**config.mk**
```make
export PLATFORM = sky130hd
export DESIGN_NAME = cgra0_rd_arbiter
export DESIGN_NICKNAME = d
export VERILOG_FILES = /design/src/rtl/cgra0_pkg.sv /design/src/rtl/cgra0_rr_pick.sv /design/src/rtl/cgra0_rd_arbiter.sv
export SDC_FILE = /design/constraint.sdc
export NUM_CORES = 1
export LEC_CHECK = 0
export CORE_AREA = 2 2 414 416
export CTS_BUF_LIST = sky130_fd_sc_hd__clkbuf_8 sky130_fd_sc_hd__clkbuf_16
export CTS_CLUSTER_SIZE = 10
export DETAILED_ROUTE_END_ITERATION = 10
export DIE_AREA = 0 0 416 418
export HOLD_SLACK_MARGIN = 0.03
export PLACE_DENSITY = 0.35
export SLEW_MARGIN = 10
export SYNTH_ARGS = -nofsm -noshare
export SYNTH_HDL_FRONTEND = slang
export SYNTH_SLANG_ARGS = --single-unit
```
**constraint.sdc**
```tcl
create_clock -name clk -period 7.55 [get_ports clk]
set_input_delay 1.1325 -clock clk [delete_from_list [all_inputs] [get_ports clk]]
set_output_delay 1.1325 -clock clk [all_outputs]
set_load 0.03 [all_outputs]
```
**src/rtl/cgra0_pkg.sv**
```systemverilog
// Shared definitions for the CGRA host-read arbitration slice.
package cgra0_pkg;

  typedef enum logic [1:0] {
    ARB       = 2'd0,
    WAIT_DATA = 2'd1,
    DONE      = 2'd2
  } rd_state_t;

  localparam int unsigned DEF_DATA_W = 512;

endpackage

```
**src/rtl/cgra0_rr_pick.sv**
```systemverilog
// Combinational round-robin pick: first requester after last_grant, wrapping.
module cgra0_rr_pick #(
  parameter int unsigned NUM_REQ = 9,
  parameter int unsigned SEL_W   = $clog2(NUM_REQ)
) (
  input  logic [NUM_REQ-1:0] req,
  input  logic [SEL_W-1:0]   last_grant,
  output logic [SEL_W-1:0]   winner,
  output logic               any
);

  logic [SEL_W-1:0] w_idx;

  // Offsets 1..NUM_REQ so last_grant itself is considered last.
  always_comb begin
    winner = '0;
    any    = 1'b0;
    w_idx  = '0;
    for (int unsigned i = 1; i <= NUM_REQ; i++) begin
      w_idx = SEL_W'(({{(32-SEL_W){1'b0}}, last_grant} + i) % NUM_REQ);
      if (!any && req[w_idx]) begin
        winner = w_idx;
        any    = 1'b1;
      end
    end
  end

endmodule

```
**src/rtl/cgra0_rd_arbiter.sv**
```systemverilog
// Round-robin arbiter sharing the single host read channel among NUM_REQ clients,
// one outstanding read at a time, with a watchdog for lost responses.
module cgra0_rd_arbiter
  import cgra0_pkg::*;
#(
  parameter int unsigned NUM_REQ = 9,
  parameter int unsigned DATA_W  = DEF_DATA_W,
  parameter int unsigned TIMEOUT = 1024
) (
  input  logic                       clk,
  input  logic                       rst,
  input  logic [NUM_REQ-1:0]         client_req,
  output logic [NUM_REQ-1:0]         client_valid,
  output logic [NUM_REQ-1:0]         client_err,
  output logic [DATA_W-1:0]          client_data,
  input  logic                       mem_available_read,
  output logic                       mem_req_rd_data,
  output logic [$clog2(NUM_REQ)-1:0] mem_rd_sel,
  input  logic [DATA_W-1:0]          mem_rd_data,
  input  logic                       mem_rd_data_valid,
  output logic                       busy,
  output logic                       timeout_flag
);

  localparam int unsigned SEL_W = $clog2(NUM_REQ);
  localparam int unsigned CNT_W = $clog2(TIMEOUT + 1);

  rd_state_t          r_state;
  logic [SEL_W-1:0]   r_grant;
  logic [SEL_W-1:0]   r_last_grant;
  logic [CNT_W-1:0]   r_wait_cnt;
  logic [DATA_W-1:0]  r_client_data;
  logic [NUM_REQ-1:0] r_client_valid;
  logic [NUM_REQ-1:0] r_client_err;
  logic               r_mem_req;
  logic               r_timeout_flag;

  logic [SEL_W-1:0]   w_winner;
  logic               w_any;
  logic [NUM_REQ-1:0] w_grant_oh;

  cgra0_rr_pick #(
    .NUM_REQ (NUM_REQ),
    .SEL_W   (SEL_W)
  ) u_pick (
    .req        (client_req),
    .last_grant (r_last_grant),
    .winner     (w_winner),
    .any        (w_any)
  );

  assign w_grant_oh = NUM_REQ'(1) << r_grant;

  always_ff @(posedge clk) begin
    if (rst) begin
      r_state        <= ARB;
      r_grant        <= '0;
      r_last_grant   <= SEL_W'(NUM_REQ - 1);
      r_wait_cnt     <= '0;
      r_client_data  <= '0;
      r_client_valid <= '0;
      r_client_err   <= '0;
      r_mem_req      <= 1'b0;
      r_timeout_flag <= 1'b0;
    end else begin
      r_mem_req      <= 1'b0;
      r_client_valid <= '0;
      r_client_err   <= '0;
      unique case (r_state)
        ARB: begin
          if (mem_available_read && w_any) begin
            r_grant    <= w_winner;
            r_mem_req  <= 1'b1;
            r_wait_cnt <= '0;
            r_state    <= WAIT_DATA;
          end
        end
        WAIT_DATA: begin
          // Valid is tested first so a response on the last watchdog cycle still counts.
          if (mem_rd_data_valid) begin
            r_client_data  <= mem_rd_data;
            r_client_valid <= w_grant_oh;
            r_state        <= DONE;
          end else if (r_wait_cnt == CNT_W'(TIMEOUT - 1)) begin
            r_client_data  <= '0;
            r_client_valid <= w_grant_oh;
            r_client_err   <= w_grant_oh;
            r_timeout_flag <= 1'b1;
            r_state        <= DONE;
          end else begin
            r_wait_cnt <= r_wait_cnt + CNT_W'(1);
          end
        end
        DONE: begin
          r_last_grant <= r_grant;
          r_state      <= ARB;
        end
        default: r_state <= ARB;
      endcase
    end
  end

  assign client_valid    = r_client_valid;
  assign client_err      = r_client_err;
  assign client_data     = r_client_data;
  assign mem_req_rd_data = r_mem_req;
  assign mem_rd_sel      = r_grant;
  assign busy            = (r_state != ARB);
  assign timeout_flag    = r_timeout_flag;

endmodule

```
# Yosys cells after proc, flatten, opt, wreduce, memory -nomap -nowiden
# Cells that the tools add are included.
# op_classes
div	9
n_bitwise	3
mux	49
n_eq_ne	7
shifts	1
add_sub_neg	10
reduce_logical	29
order_cmp	9
mul	0
# op_table
cell	n
2-to-1 mux 512 bit	2
modulo 32 x 4 -> 32 bit, second input constant	9
< comparator 4 x 5 -> 1 bit, second input constant	9
binary-select mux 1 bit (select 4 bit)	9
2-to-1 mux 4 bit	9
2-to-1 mux 11 bit	3
one-hot mux 11 bit (2 select lines)	1
adder 4 x 3 -> 5 bit, second input constant	4
2-to-1 mux 1 bit	19
2-to-1 mux 9 bit	2
adder 11 x 1 -> 11 bit, second input constant	1
== test 11 x 10 -> 1 bit, second input constant	1
adder 4 x 2 -> 5 bit, second input constant	2
adder 4 x 4 -> 5 bit, second input constant	2
logical AND 1 bit	9
<< shifter 1 x 4 -> 9 bit, first input constant	1
logical NOT 1 bit	8
2-to-1 mux 2 bit	3
inequality test 2 bit, second input constant	3
AND reduction 2 bit	3
nonzero test 2 bit	3
adder 4 x 1 -> 5 bit, second input constant	1
one-hot mux 2 bit (2 select lines)	1
AND reduction 4 bit	1
other kinds (8)	11
# totals
romBits	0
word_cells	126
out_inout_bits	537
latch_bits	0
ff_bits	553
ram_bits	0
memories	0

# Longest topological paths before layout
# depth
word_depth	32
ltp_mapped	28
depth_no_buf	22

# Cells and area by module
# A second synthesis with hierarchy kept.
# hier_totals
cells_unflattened	1917
area_unflattened_um2	21496.9
# by_module_without_submodules
module	cells_each	n_inst	seq_area_each_um2	area_per_inst_um2
cgra0_rd_arbiter	1310	1	11070.6	16877.4
cgra0_rr_pick	607	1	0.0	4619.4

# Worst setup path after synthesis
# No wires, ideal clock.
# synth_timing
kind	register -> register
startpoint	reg r_last_grant[0]
endpoint	reg r_grant[2] (netlist: mem_rd_sel[2])
path_buffers	7
setup_slack_ps	634
t_required_ps	7428
stages_incl_launch_ff	29
t_arrival_ps	6794
cell_sequence	dfxtp_1 -> buf_2 -> buf_2 -> clkinv_1 -> clkbuf_1 -> buf_1 -> ha_1 -> clkbuf_1 -> inv_1 -> clkbuf_1 -> ha_1 -> or2_2 -> or2_2 -> o21ai_1 -> xnor2_1 -> inv_1 -> ha_1 -> nand2b_1 -> a21oi_1 -> o21bai_1 -> mux4_2 -> mux2i_1 -> a21oi_1 -> nor2b_1 -> a31o_1 -> buf_4 -> nand2_2 -> clkinv_1 -> a221o_1
# synth_via
elab_chain_len	31
elab_cells_between_ends	72
cone_classes	9 x add/sub; 9 x div; 36 x mux; 18 x reduce/logical
# synth_lines
element	line_no	text
start: declaration	cgra0_rd_arbiter.sv:30	logic [SEL_W-1:0] r_last_grant;
start signal: assignment	cgra0_rd_arbiter.sv:58	r_last_grant <= SEL_W'(NUM_REQ - 1);
start signal: assignment	cgra0_rd_arbiter.sv:95	r_last_grant <= r_grant;
adder 4 x 1 -> 5 bit	cgra0_rr_pick.sv:20	w_idx = SEL_W'(({{(32-SEL_W){1'b0}}, last_grant} + i) % NUM_REQ);
modulo 32 x 4 -> 32 bit	cgra0_rr_pick.sv:20	
binary-select mux 1 bit (select 4 bit)	cgra0_rr_pick.sv:21	if (!any && req[w_idx]) begin
2-to-1 mux 1 bit (not written as such)	cgra0_rr_pick.sv:21	
2-to-1 mux 1 bit	cgra0_rr_pick.sv:21	
logical NOT 1 bit	cgra0_rr_pick.sv:21	
logical AND 1 bit	cgra0_rr_pick.sv:21	
2-to-1 mux 1 bit	cgra0_rr_pick.sv:21	
(+15 left out)	-	
logical NOT 1 bit	cgra0_rr_pick.sv:21	
logical AND 1 bit	cgra0_rr_pick.sv:21	
2-to-1 mux 1 bit	cgra0_rr_pick.sv:21	
logical NOT 1 bit	cgra0_rr_pick.sv:21	
logical AND 1 bit	cgra0_rr_pick.sv:21	
2-to-1 mux 1 bit	cgra0_rr_pick.sv:21	
logical AND 1 bit	cgra0_rd_arbiter.sv:71	if (mem_available_read && w_any) begin
AND reduction 2 bit (no source line)	-	
end signal: assignment	cgra0_rd_arbiter.sv:72	r_grant <= w_winner;
end: declaration	cgra0_rd_arbiter.sv:29	logic [SEL_W-1:0] r_grant;
# Parallel ways exist; a longest one is shown, timed or not. The select of a mux whose other input is x is not followed.
# A chain may end at the register's enable or synchronous reset.

# Final worst setup path
# layout_timing
startpoint	reg r_last_grant[2]
endpoint	reg r_grant[1] (netlist: mem_rd_sel[1])
# Same word-level chain as after synthesis.

==> metrics.cfg <==
[run_status]
status=complete, no violations

[run]
cap_violations=0

[floorplanning]
fp.dieH_um=418
boundaryPins=1062
core_sq_um=169000
start_util_pct=13.9
die-area_sq_um=174000
die_w_um=416
std_cell_rows=151

[detailed_routing]
wl_per_cell_um=26.1
via_per_inst=4.20
antenna_left=0
num_vias=24700
drtIter0Drc=1904
dr.pass1.iters=5
drc=0
wl_mm=153

[layout]
nFillCells=18400
finalNetCount=4170
seqCellArea_sq_um=11100
fin_util_pct=23.0
multi_input_area_sq_um=11300
area_growth_pct=65.9
drive_gt1_share_pct=5.64

[placement]
port_buffers=1061
place_ws_ns=1.25
hpwl_mm=118
routabilityCongestion=0.896

[global_route]
grt_usage_pct=16.8
grt_pass1_vias=24400
antenna_found_initial=50
grt_overflow_total=0
grt_first_pass_wirelength_mm=207
grt_max_degree=175

[yosys]
netlist_instances=2642
synth-edff-count=0
ys_seq_elements=553
yosysMostFrequentCell=nor2_1
synth_area_sq_um=23400
synth_top_area_share_pct=47.2
syn_area_per_cell_sq_um=8.87
synth_top_area_cell=dfxtp_1
synth_area_leaders=dfxtp_1, a22oi_1, nor2_1
async_reset_ff_share_pct=0
synth_ff_type=dfxtp_1
ys_types=98
ys_warn_count=0
yosys-top-cells-count=nor2_1, dfxtp_1, a22oi_1
yosysSeqAreaShare_pct=47.2
synth_fp_nets=3218

[hold_path]
hp-class=register to register
worstHoldStart=timeout_flag

[sta]
tightestPinTransition_ns=1.43
relSlewSlack_pct=4.40
whs_ns=0.481
setup_violations=0
tns_ns=0
timing.final.ws_setup_ns=1.20
drv_slew=0
fin_worst_skew_ns=0.0362
period_share_pct=84.1
grt_setup_unrepaired=false
clock.fmax_mhz=157
post-route-min-period_ns=6.35
finalHoldViolCount=0

[setup_path]
end_kind=register
cp-startpoint=r_last_grant[2]
r2r-start=r_last_grant[2]
cp_data_arrival_time_ns=6.84
cp_max_fo=17
rrSetupSlack_ns=1.20
required_ns=8.04
worst-setup-path-type=register to register
critPathLaunchType=register

[power_and_ir_drop]
pwr_density_cell_nw_per_um2=209
leakagePower_nw=13.8
fin_total_pwr_w=0.00814
ir_worst_vdd_v=0.000141

[clocking]
cts_tree=done
ctsLongestPathBuffers=3
cts.sinks=553
root_buffer=clkbuf_16
path_clk_slew_ns=0.06
insertion_delay_ns=0.68
htreeDepth=3
cts_repair_resize_count=0
post_cts_buffers=0
numCtsBuffers=77
hold_buffers=0

final timing paths:
path,to,cells past startpoint
setup / recovery,mem_rd_sel[1],18
hold / removal,timeout_flag,2
setup reg to reg,mem_rd_sel[1],18
hold reg to reg,timeout_flag,2
power breakdown:
part / internal [W] / total (W) / switching [W]
Clock: 0.00216 / 0.00369 / 0.00153
Combinational: 0.000597 / 0.00135 / 0.000750
Sequential: 0.00303 / 0.00310 / 0.0000721
state kept, by name, summed over array words and instances, names as in the netlist:
signal / count
client_valid: 9
client_data: 512
r_last_grant: 4
r_state: 2
client_err: 9
r_wait_cnt: 11
mem_req_rd_data: 1
mem_rd_sel: 4
timeout_flag: 1
kinds of logic after synthesis:
group                    Yosys count  synth area share, %
multiplexers                      57                 2.96
AO/OA/AOI/OAI                    783                 24.8
flip-flops                       553                 47.2
AND/OR/NAND/NOR                  888                 16.4
buffers and inverters            273                 4.53
adder cells (fa/ha/maj)           51                 2.72
XOR/XNOR                          37                 1.38
routing by layer:
metal  GRT usage, %  vias up  wire length [um]
met5              0        -                76
met4           4.35       12              3850
met3           4.14      206              9600
met2           29.9      831             78100
met1           20.1    12100             61800
li1               -    11500                 -
final cells by class:
class,count,share of cell area [%]
Multi-Input combinational cell,1816,29.1
Sequential cell,553,28.5
Timing Repair Buffer,1100,28.3
Tap cell,2218,7.14
Clock buffer,92,5.52
Clock inverter,45,0.972
Inverter,46,0.444
Antenna cell,7,0.0451
placed cells by master, fill, tap and decap left out, types with 28 or more instances in the layout:
master,synthesis,final
ha_1,51,51
xnor2_1,28,28
dfxtp_1,553,552
a21oi_1,52,52
mux2i_1,40,40
a22oi_1,519,519
clkbuf_16,0,78
nand3_1,30,30
clkdlybuf4s50_1,0,1060
nor2_1,601,601
inv_1,43,66
o21ai_0,44,43
nor3_1,28,28
nand2_1,98,98
buf_4,1,33
metrics by stage:
stage / cells / instance area, sq um
2_1_floorplan: 2642 / 23400
3_3_place_gp: 5733 / 36300
5_1_grt: 5873 / 38900
4_1_cts: 5870 / 38900
6_report: 5877 / 38900
3_5_place_dp: 5733 / 36300
critical path, cell delays in order (launching register included):
cell and delay [ns]:
dfxtp_1 0.61, buf_4 0.32, ha_1 0.62, nand2_2 0.30
inv_1 0.28, ha_1 0.29, nor2b_1 0.27, a31oi_4 0.18
xnor2_1 0.36, mux2_1 0.38, a221oi_2 0.26, a211oi_1 0.13
or4_4 0.56, or2_4 0.30, a211oi_1 0.23, a21oi_1 0.09
o21ai_0 0.63, o211a_1 0.29, o41ai_2 0.07
Note: power is estimated with default switching activity, not from simulation.
